## src/rtl/ttw_mem_pkg.sv

```systemverilog
// Shared types and width helpers for the table-walker memory bridge.
package ttw_mem_pkg;

  localparam int N_TTW_DEF  = 4;
  localparam int N_OUT_DEF  = 4;
  localparam int MCN_W_DEF  = 58;
  localparam int DATA_W_DEF = 512;

  function automatic int ttw_w_f(input int n_ttw);
    return (n_ttw > 1) ? $clog2(n_ttw) : 1;
  endfunction

  function automatic int tag_w_f(input int n_out);
    return (n_out > 1) ? $clog2(n_out) : 1;
  endfunction

  localparam int TTW_W_DEF = ttw_w_f(N_TTW_DEF);
  localparam int TAG_W_DEF = tag_w_f(N_OUT_DEF);

  typedef enum logic [1:0] {
    FREE = 2'd0,
    PEND = 2'd1,
    WAIT = 2'd2,
    DONE = 2'd3
  } slot_st_e;

  typedef struct packed {
    logic [TTW_W_DEF-1:0]  idx;
    logic [MCN_W_DEF-1:0]  mcn;
    logic [DATA_W_DEF-1:0] data;
  } slot_rec_t;

endpackage

```

## src/rtl/ttw_mem_fifo.sv

```systemverilog
// Issue-order FIFO of slot numbers; depth equals the slot count, so it cannot overflow.
module ttw_mem_fifo #(
  parameter int DEPTH = 4,
  parameter int W     = 2
) (
  input  logic         clock,
  input  logic         reset,
  input  logic         push,
  input  logic [W-1:0] push_data,
  input  logic         pop,
  output logic [W-1:0] head,
  output logic         empty
);

  localparam int PTR_W = (DEPTH > 1) ? $clog2(DEPTH) : 1;

  logic [W-1:0]     mem [DEPTH];
  logic [PTR_W-1:0] wr_ptr, rd_ptr;
  logic [PTR_W:0]   count;
  logic             do_pop;

  assign empty  = (count == '0);
  assign do_pop = pop && !empty;
  assign head   = mem[rd_ptr];

  always_ff @(posedge clock or posedge reset) begin
    if (reset) begin
      wr_ptr <= '0;
      rd_ptr <= '0;
      count  <= '0;
    end else begin
      if (push)   wr_ptr <= wr_ptr + 1'b1;
      if (do_pop) rd_ptr <= rd_ptr + 1'b1;
      case ({push, do_pop})
        2'b10:   count <= count + 1'b1;
        2'b01:   count <= count - 1'b1;
        default: count <= count;
      endcase
    end
  end

  always_ff @(posedge clock) begin
    if (push) mem[wr_ptr] <= push_data;
  end

endmodule

```

## src/rtl/ttw_mem_bridge.sv

```systemverilog
// Bridges walker line fetches to the LLC: slot table, in-order issue, out-of-order return.
module ttw_mem_bridge
  import ttw_mem_pkg::*;
#(
  parameter int N_TTW  = N_TTW_DEF,
  parameter int N_OUT  = N_OUT_DEF,
  parameter int MCN_W  = MCN_W_DEF,
  parameter int DATA_W = DATA_W_DEF
) (
  input  logic                          clock,
  input  logic                          reset,
  input  logic                          mem_req_i_valid,
  output logic                          mem_req_i_ready,
  input  logic [ttw_w_f(N_TTW)-1:0]     mem_req_i_bits_idx,
  input  logic [MCN_W-1:0]              mem_req_i_bits_mcn,
  output logic                          mem_res_o_valid,
  input  logic                          mem_res_o_ready,
  output logic [ttw_w_f(N_TTW)-1:0]     mem_res_o_bits_idx,
  output logic [DATA_W-1:0]             mem_res_o_bits_data,
  output logic                          llc_req_o_valid,
  input  logic                          llc_req_o_ready,
  output logic [tag_w_f(N_OUT)-1:0]     llc_req_o_bits_tag,
  output logic [MCN_W-1:0]              llc_req_o_bits_mcn,
  input  logic                          llc_res_i_valid,
  input  logic [tag_w_f(N_OUT)-1:0]     llc_res_i_bits_tag,
  input  logic [DATA_W-1:0]             llc_res_i_bits_data,
  output logic                          busy_o,
  output logic                          err_o
);

  localparam int TTW_W = ttw_w_f(N_TTW);
  localparam int TAG_W = tag_w_f(N_OUT);

  slot_st_e          st_q [N_OUT];
  slot_st_e          st_d [N_OUT];
  logic [TTW_W-1:0]  idx_q  [N_OUT];
  logic [MCN_W-1:0]  mcn_q  [N_OUT];
  logic [DATA_W-1:0] data_q [N_OUT];

  logic [N_OUT-1:0] free_v, done_v;
  logic [TAG_W-1:0] alloc_tag, done_tag, res_sel, sel_q, issue_tag;
  logic             hold_q, err_q, issue_empty;
  logic             req_fire, llc_fire, res_fire, res_ok;

  function automatic logic [TAG_W-1:0] pick_low(input logic [N_OUT-1:0] v);
    pick_low = '0;
    for (int i = N_OUT - 1; i >= 0; i--) begin
      if (v[i]) pick_low = i[TAG_W-1:0];
    end
  endfunction

  always_comb begin
    for (int i = 0; i < N_OUT; i++) begin
      free_v[i] = (st_q[i] == FREE);
      done_v[i] = (st_q[i] == DONE);
    end
  end

  assign alloc_tag = pick_low(free_v);
  assign done_tag  = pick_low(done_v);
  // A stalled return keeps its slot even if a lower-index slot completes meanwhile.
  assign res_sel   = hold_q ? sel_q : done_tag;

  assign mem_req_i_ready = |free_v;
  assign busy_o          = ~&free_v;
  assign err_o           = err_q;

  assign llc_req_o_valid = !issue_empty;
  assign mem_res_o_valid = |done_v;

  assign req_fire = mem_req_i_valid && mem_req_i_ready;
  assign llc_fire = llc_req_o_valid && llc_req_o_ready;
  assign res_fire = mem_res_o_valid && mem_res_o_ready;
  assign res_ok   = llc_res_i_valid && (st_q[llc_res_i_bits_tag] == WAIT);

  // Payload outputs are masked so they read zero whenever their valid is low.
  assign llc_req_o_bits_tag  = llc_req_o_valid ? issue_tag : '0;
  assign llc_req_o_bits_mcn  = llc_req_o_valid ? mcn_q[issue_tag] : '0;
  assign mem_res_o_bits_idx  = mem_res_o_valid ? idx_q[res_sel] : '0;
  assign mem_res_o_bits_data = mem_res_o_valid ? data_q[res_sel] : '0;

  ttw_mem_fifo #(
    .DEPTH (N_OUT),
    .W     (TAG_W)
  ) u_issue_fifo (
    .clock     (clock),
    .reset     (reset),
    .push      (req_fire),
    .push_data (alloc_tag),
    .pop       (llc_fire),
    .head      (issue_tag),
    .empty     (issue_empty)
  );

  always_comb begin
    for (int i = 0; i < N_OUT; i++) begin
      st_d[i] = st_q[i];
      if (req_fire && alloc_tag == i[TAG_W-1:0])         st_d[i] = PEND;
      if (llc_fire && issue_tag == i[TAG_W-1:0])         st_d[i] = WAIT;
      if (res_ok && llc_res_i_bits_tag == i[TAG_W-1:0])  st_d[i] = DONE;
      if (res_fire && res_sel == i[TAG_W-1:0])           st_d[i] = FREE;
    end
  end

  always_ff @(posedge clock or posedge reset) begin
    if (reset) begin
      for (int i = 0; i < N_OUT; i++) st_q[i] <= FREE;
      hold_q <= 1'b0;
      sel_q  <= '0;
      err_q  <= 1'b0;
    end else begin
      for (int i = 0; i < N_OUT; i++) st_q[i] <= st_d[i];
      hold_q <= mem_res_o_valid && !mem_res_o_ready;
      sel_q  <= res_sel;
      if (llc_res_i_valid && !res_ok) err_q <= 1'b1;
    end
  end

  always_ff @(posedge clock) begin
    for (int i = 0; i < N_OUT; i++) begin
      if (req_fire && alloc_tag == i[TAG_W-1:0]) begin
        idx_q[i] <= mem_req_i_bits_idx;
        mcn_q[i] <= mem_req_i_bits_mcn;
      end
      if (res_ok && llc_res_i_bits_tag == i[TAG_W-1:0]) data_q[i] <= llc_res_i_bits_data;
    end
  end

endmodule

```

## config.mk

```make
export PLATFORM = sky130hd
export DESIGN_NAME = ttw_mem_bridge
export DESIGN_NICKNAME = d
export VERILOG_FILES = /design/src/rtl/ttw_mem_pkg.sv /design/src/rtl/ttw_mem_fifo.sv /design/src/rtl/ttw_mem_bridge.sv
export SDC_FILE = /design/constraint.sdc
export NUM_CORES = 2
export LEC_CHECK = 0
export CAP_MARGIN = 25
export CORE_ASPECT_RATIO = 1.5
export CORE_UTILIZATION = 42
export DETAILED_ROUTE_END_ITERATION = 7
export PLACE_DENSITY_LB_ADDON = 0.25
export SLEW_MARGIN = 0
export SYNTH_ARGS = -nofsm -noshare
export SYNTH_HDL_FRONTEND = slang
export SYNTH_HIERARCHICAL = 1
export SYNTH_SLANG_ARGS = --single-unit
```

## constraint.sdc

```tcl
create_clock -name clock -period 113.3 [get_ports clock]
set_input_delay 16.995 -clock clock [delete_from_list [all_inputs] [get_ports clock]]
set_output_delay 16.995 -clock clock [all_outputs]
set_load 0.03 [all_outputs]
```

==> flow_summary.toml <==
[floorplan]
row_count = 204
die_x_um = 373.2
io_pins = 1159
die_h_um = 558.9
die_area_um2 = 208600
start_util = 0.4220
core-area_um2 = 205700

[cells_and_area]
most-common-layout-cells = "2,296 x edfxtp_1, 1,158 x clkdlybuf4s50_1, 524 x a21oi_1"
layout.cells.most_common = "edfxtp_1"
fillers = 16554
drive_above_1_share = 0.07294
areaGrowthSynthToFinish_pct = 23.78
final_nets = 6657

[timing]
tightest_slew_ns = 1.306
finalHoldViolations = 0
finalMaxSlewViolations = 0
min_period_ns = 24.09
max_slew_margin = 0.1291
setup_violations = 0
period_share = 0.2126
fin_setup_tns_ns = 0
max_freq_mhz = 41.51
rsz0062_at_grt = "false"
clock_skew_ns = 0.05443

[global_routing]
grt_pass1_wl_um = 373300
grt_max_degree = 187
grt_use_total = 0.2431
antenna_found_initial = 113
grt_pass1_vias = 51938
overflow = 0

[clock_network]
cts_inserted_buffers = 215
clk_pin_slew_worst_paths_ns = 0.06
clock_path_buffers = 4
cts_setup_buffers = 0
clock-sinks = 2315
htree_levels = 4
post_cts_resized = 0
cts-root-buf = "clkbuf_16"
clk_latency_ns = 0.87
cts_tree = "done"
ctsHoldBuffers = 0

[drt]
routed_wl_um = 264800
num_vias = 53070
post_drt_wl_per_cell_um = 29.48
drt_pass1_iterations = 7
ant_nets = 0
drc = 0
drtIter0Drc = 5162
viasPerCell = 5.908

[setup_path]
r2r-start = "st_q[7]"
reg2reg_depth = 7
cp.arrival_ns = 7.09
path_class = "register to output port"
critPathLaunch = "hold_q"
crit_fanout = 72
required_ns = 96.31
crit_path_start_kind = "register"
end_kind = "output port"

[logic_synthesis]
ys_seq_elements = 2315
synth.area.top_cells = "edfxtp_1 79%, a221o_1 5.9%, a21oi_1 3.0%"
synthesis.area_um2 = 86830
synth-edff-count = 2296
async_reset_ff_frac = 0.008207
syn_avg_cell_area_um2 = 17.22
ys.flop_type = "edfxtp_1"
seq_area_frac_synth = 0.7996
synthCells = 5041
yosys_warnings = 6
syn-num-nets = 5627
synth_top_area_share = 0.7941
synth.distinct_cells = 47
yosys.area.top_type = "edfxtp_1"

[run_status]
status = "finished, final reports clean"

[worst_hold_path]
hold_depth = 1
min-delay-start = "err_o"
hold_class = "register to register"

[flow_run]
maxCapViolations = 0

[placed_design]
port_buffers = 1158
gp_congestion = 0.8506
dp_hpwl_um = 157300
worst paths after layout:
check	endpoint	slack (ns)
hold reg to reg	err_o	0.46
hold / removal	err_o	0.46
setup / recovery	mem_res_o_bits_data[86]	89.21
min in group asynchronous	u_issue_fifo/rd_ptr[1]	16.45
setup reg to reg	data_q[0][70]	107.78
max in group asynchronous	st_q[3]	96.40
critical path, stage by stage (launching register included):
cell	delay (ns)
dfrtp_1	0.60
a22o_2	0.27
a31o_4	0.64
buf_4	0.84
buf_4	0.84
buf_4	0.70
buf_4	0.84
nand3_1	0.15
a21oi_1	0.19
a221o_1	0.21
clkdlybuf4s50_1	0.74
logic make-up (layout without fill, tap and decap cells):
kind of cell    count (synthesis)  after routing  synth area share
buf+inv                       442           1639           0.02373
flops                        2315           2315            0.7996
simple gates                  630            630           0.03728
other cells                     0             67                 0
mux                            61             61           0.01577
compound gates               1581           1581            0.1221
xor+xnor                        6              6         0.0006052
fa+ha+maj                       6              6         0.0009511
synthesized netlist by cell type (3+ instances only):
| cell | n |
|---|---|
| buf_2 | 87 |
| a32oi_1 | 3 |
| nor2_1 | 17 |
| buf_4 | 8 |
| a22oi_1 | 3 |
| a221o_1 | 514 |
| mux4_2 | 58 |
| nor2b_1 | 4 |
| buf_6 | 35 |
| edfxtp_1 | 2296 |
| nor3_1 | 5 |
| ha_1 | 5 |
| a21oi_1 | 525 |
| o21ai_0 | 508 |
| and2_1 | 64 |
| nand3_1 | 515 |
| dfrtp_1 | 19 |
| nand2b_1 | 5 |
| clkbuf_1 | 266 |
| nand2_1 | 10 |
| xor2_1 | 4 |
| o21ai_1 | 13 |
| inv_1 | 18 |
| buf_1 | 28 |
cell type report:
type	instances	area, µm²	area share
clock inverters	115	964.7	0.008976
diodes	67	167.7	0.001560
flip-flops and latches	2315	69420	0.6459
inverters	18	75.07	0.0006985
repair buffers	1237	12400	0.1154
well taps	2678	3351	0.03118
multi-input cells	2284	15410	0.1434
clock buffers	269	5677	0.05282
through the flow:
stage | instances | area (µm²) | util | hold WS (ns) | setup WS (ns)
5_1_grt | 8951 | 107400 | 0.5220 | 0.4940 | 88.93
3_3_place_gp | 8531 | 100600 | 0.4892 | 0.4459 | 90.10
4_1_cts | 8916 | 107300 | 0.5216 | 0.4666 | 89.17
3_5_place_dp | 8532 | 100700 | 0.4893 | 0.4530 | 90.12
6_report | 8983 | 107500 | 0.5224 | 0.4577 | 89.21
2_1_floorplan | 5041 | 86830 | - | 0.4647 | 45.23
registers in the layout, summed over array words and instances, names as in the netlist:
signal / count
st_q: 8
err_o: 1
data_q: 2048
u_issue_fifo/count: 3
sel_q: 2
idx_q: 8
u_issue_fifo/wr_ptr: 2
u_issue_fifo/rd_ptr: 2
hold_q: 1
mcn_q: 232
u_issue_fifo/mem: 8
routing by layer:
metal / up-vias / track usage / share of wire
met3: 430 / 0.1029 / 0.12
met2: 2434 / 0.3868 / 0.47
li1: 22775 / - / -
met5: - / 0 / 0.0020
met1: 27343 / 0.2948 / 0.37
met4: 88 / 0.08960 / 0.034
Power is not shown: default switching activity piles up to over one toggle a cycle in this logic, so the estimate is an artifact.
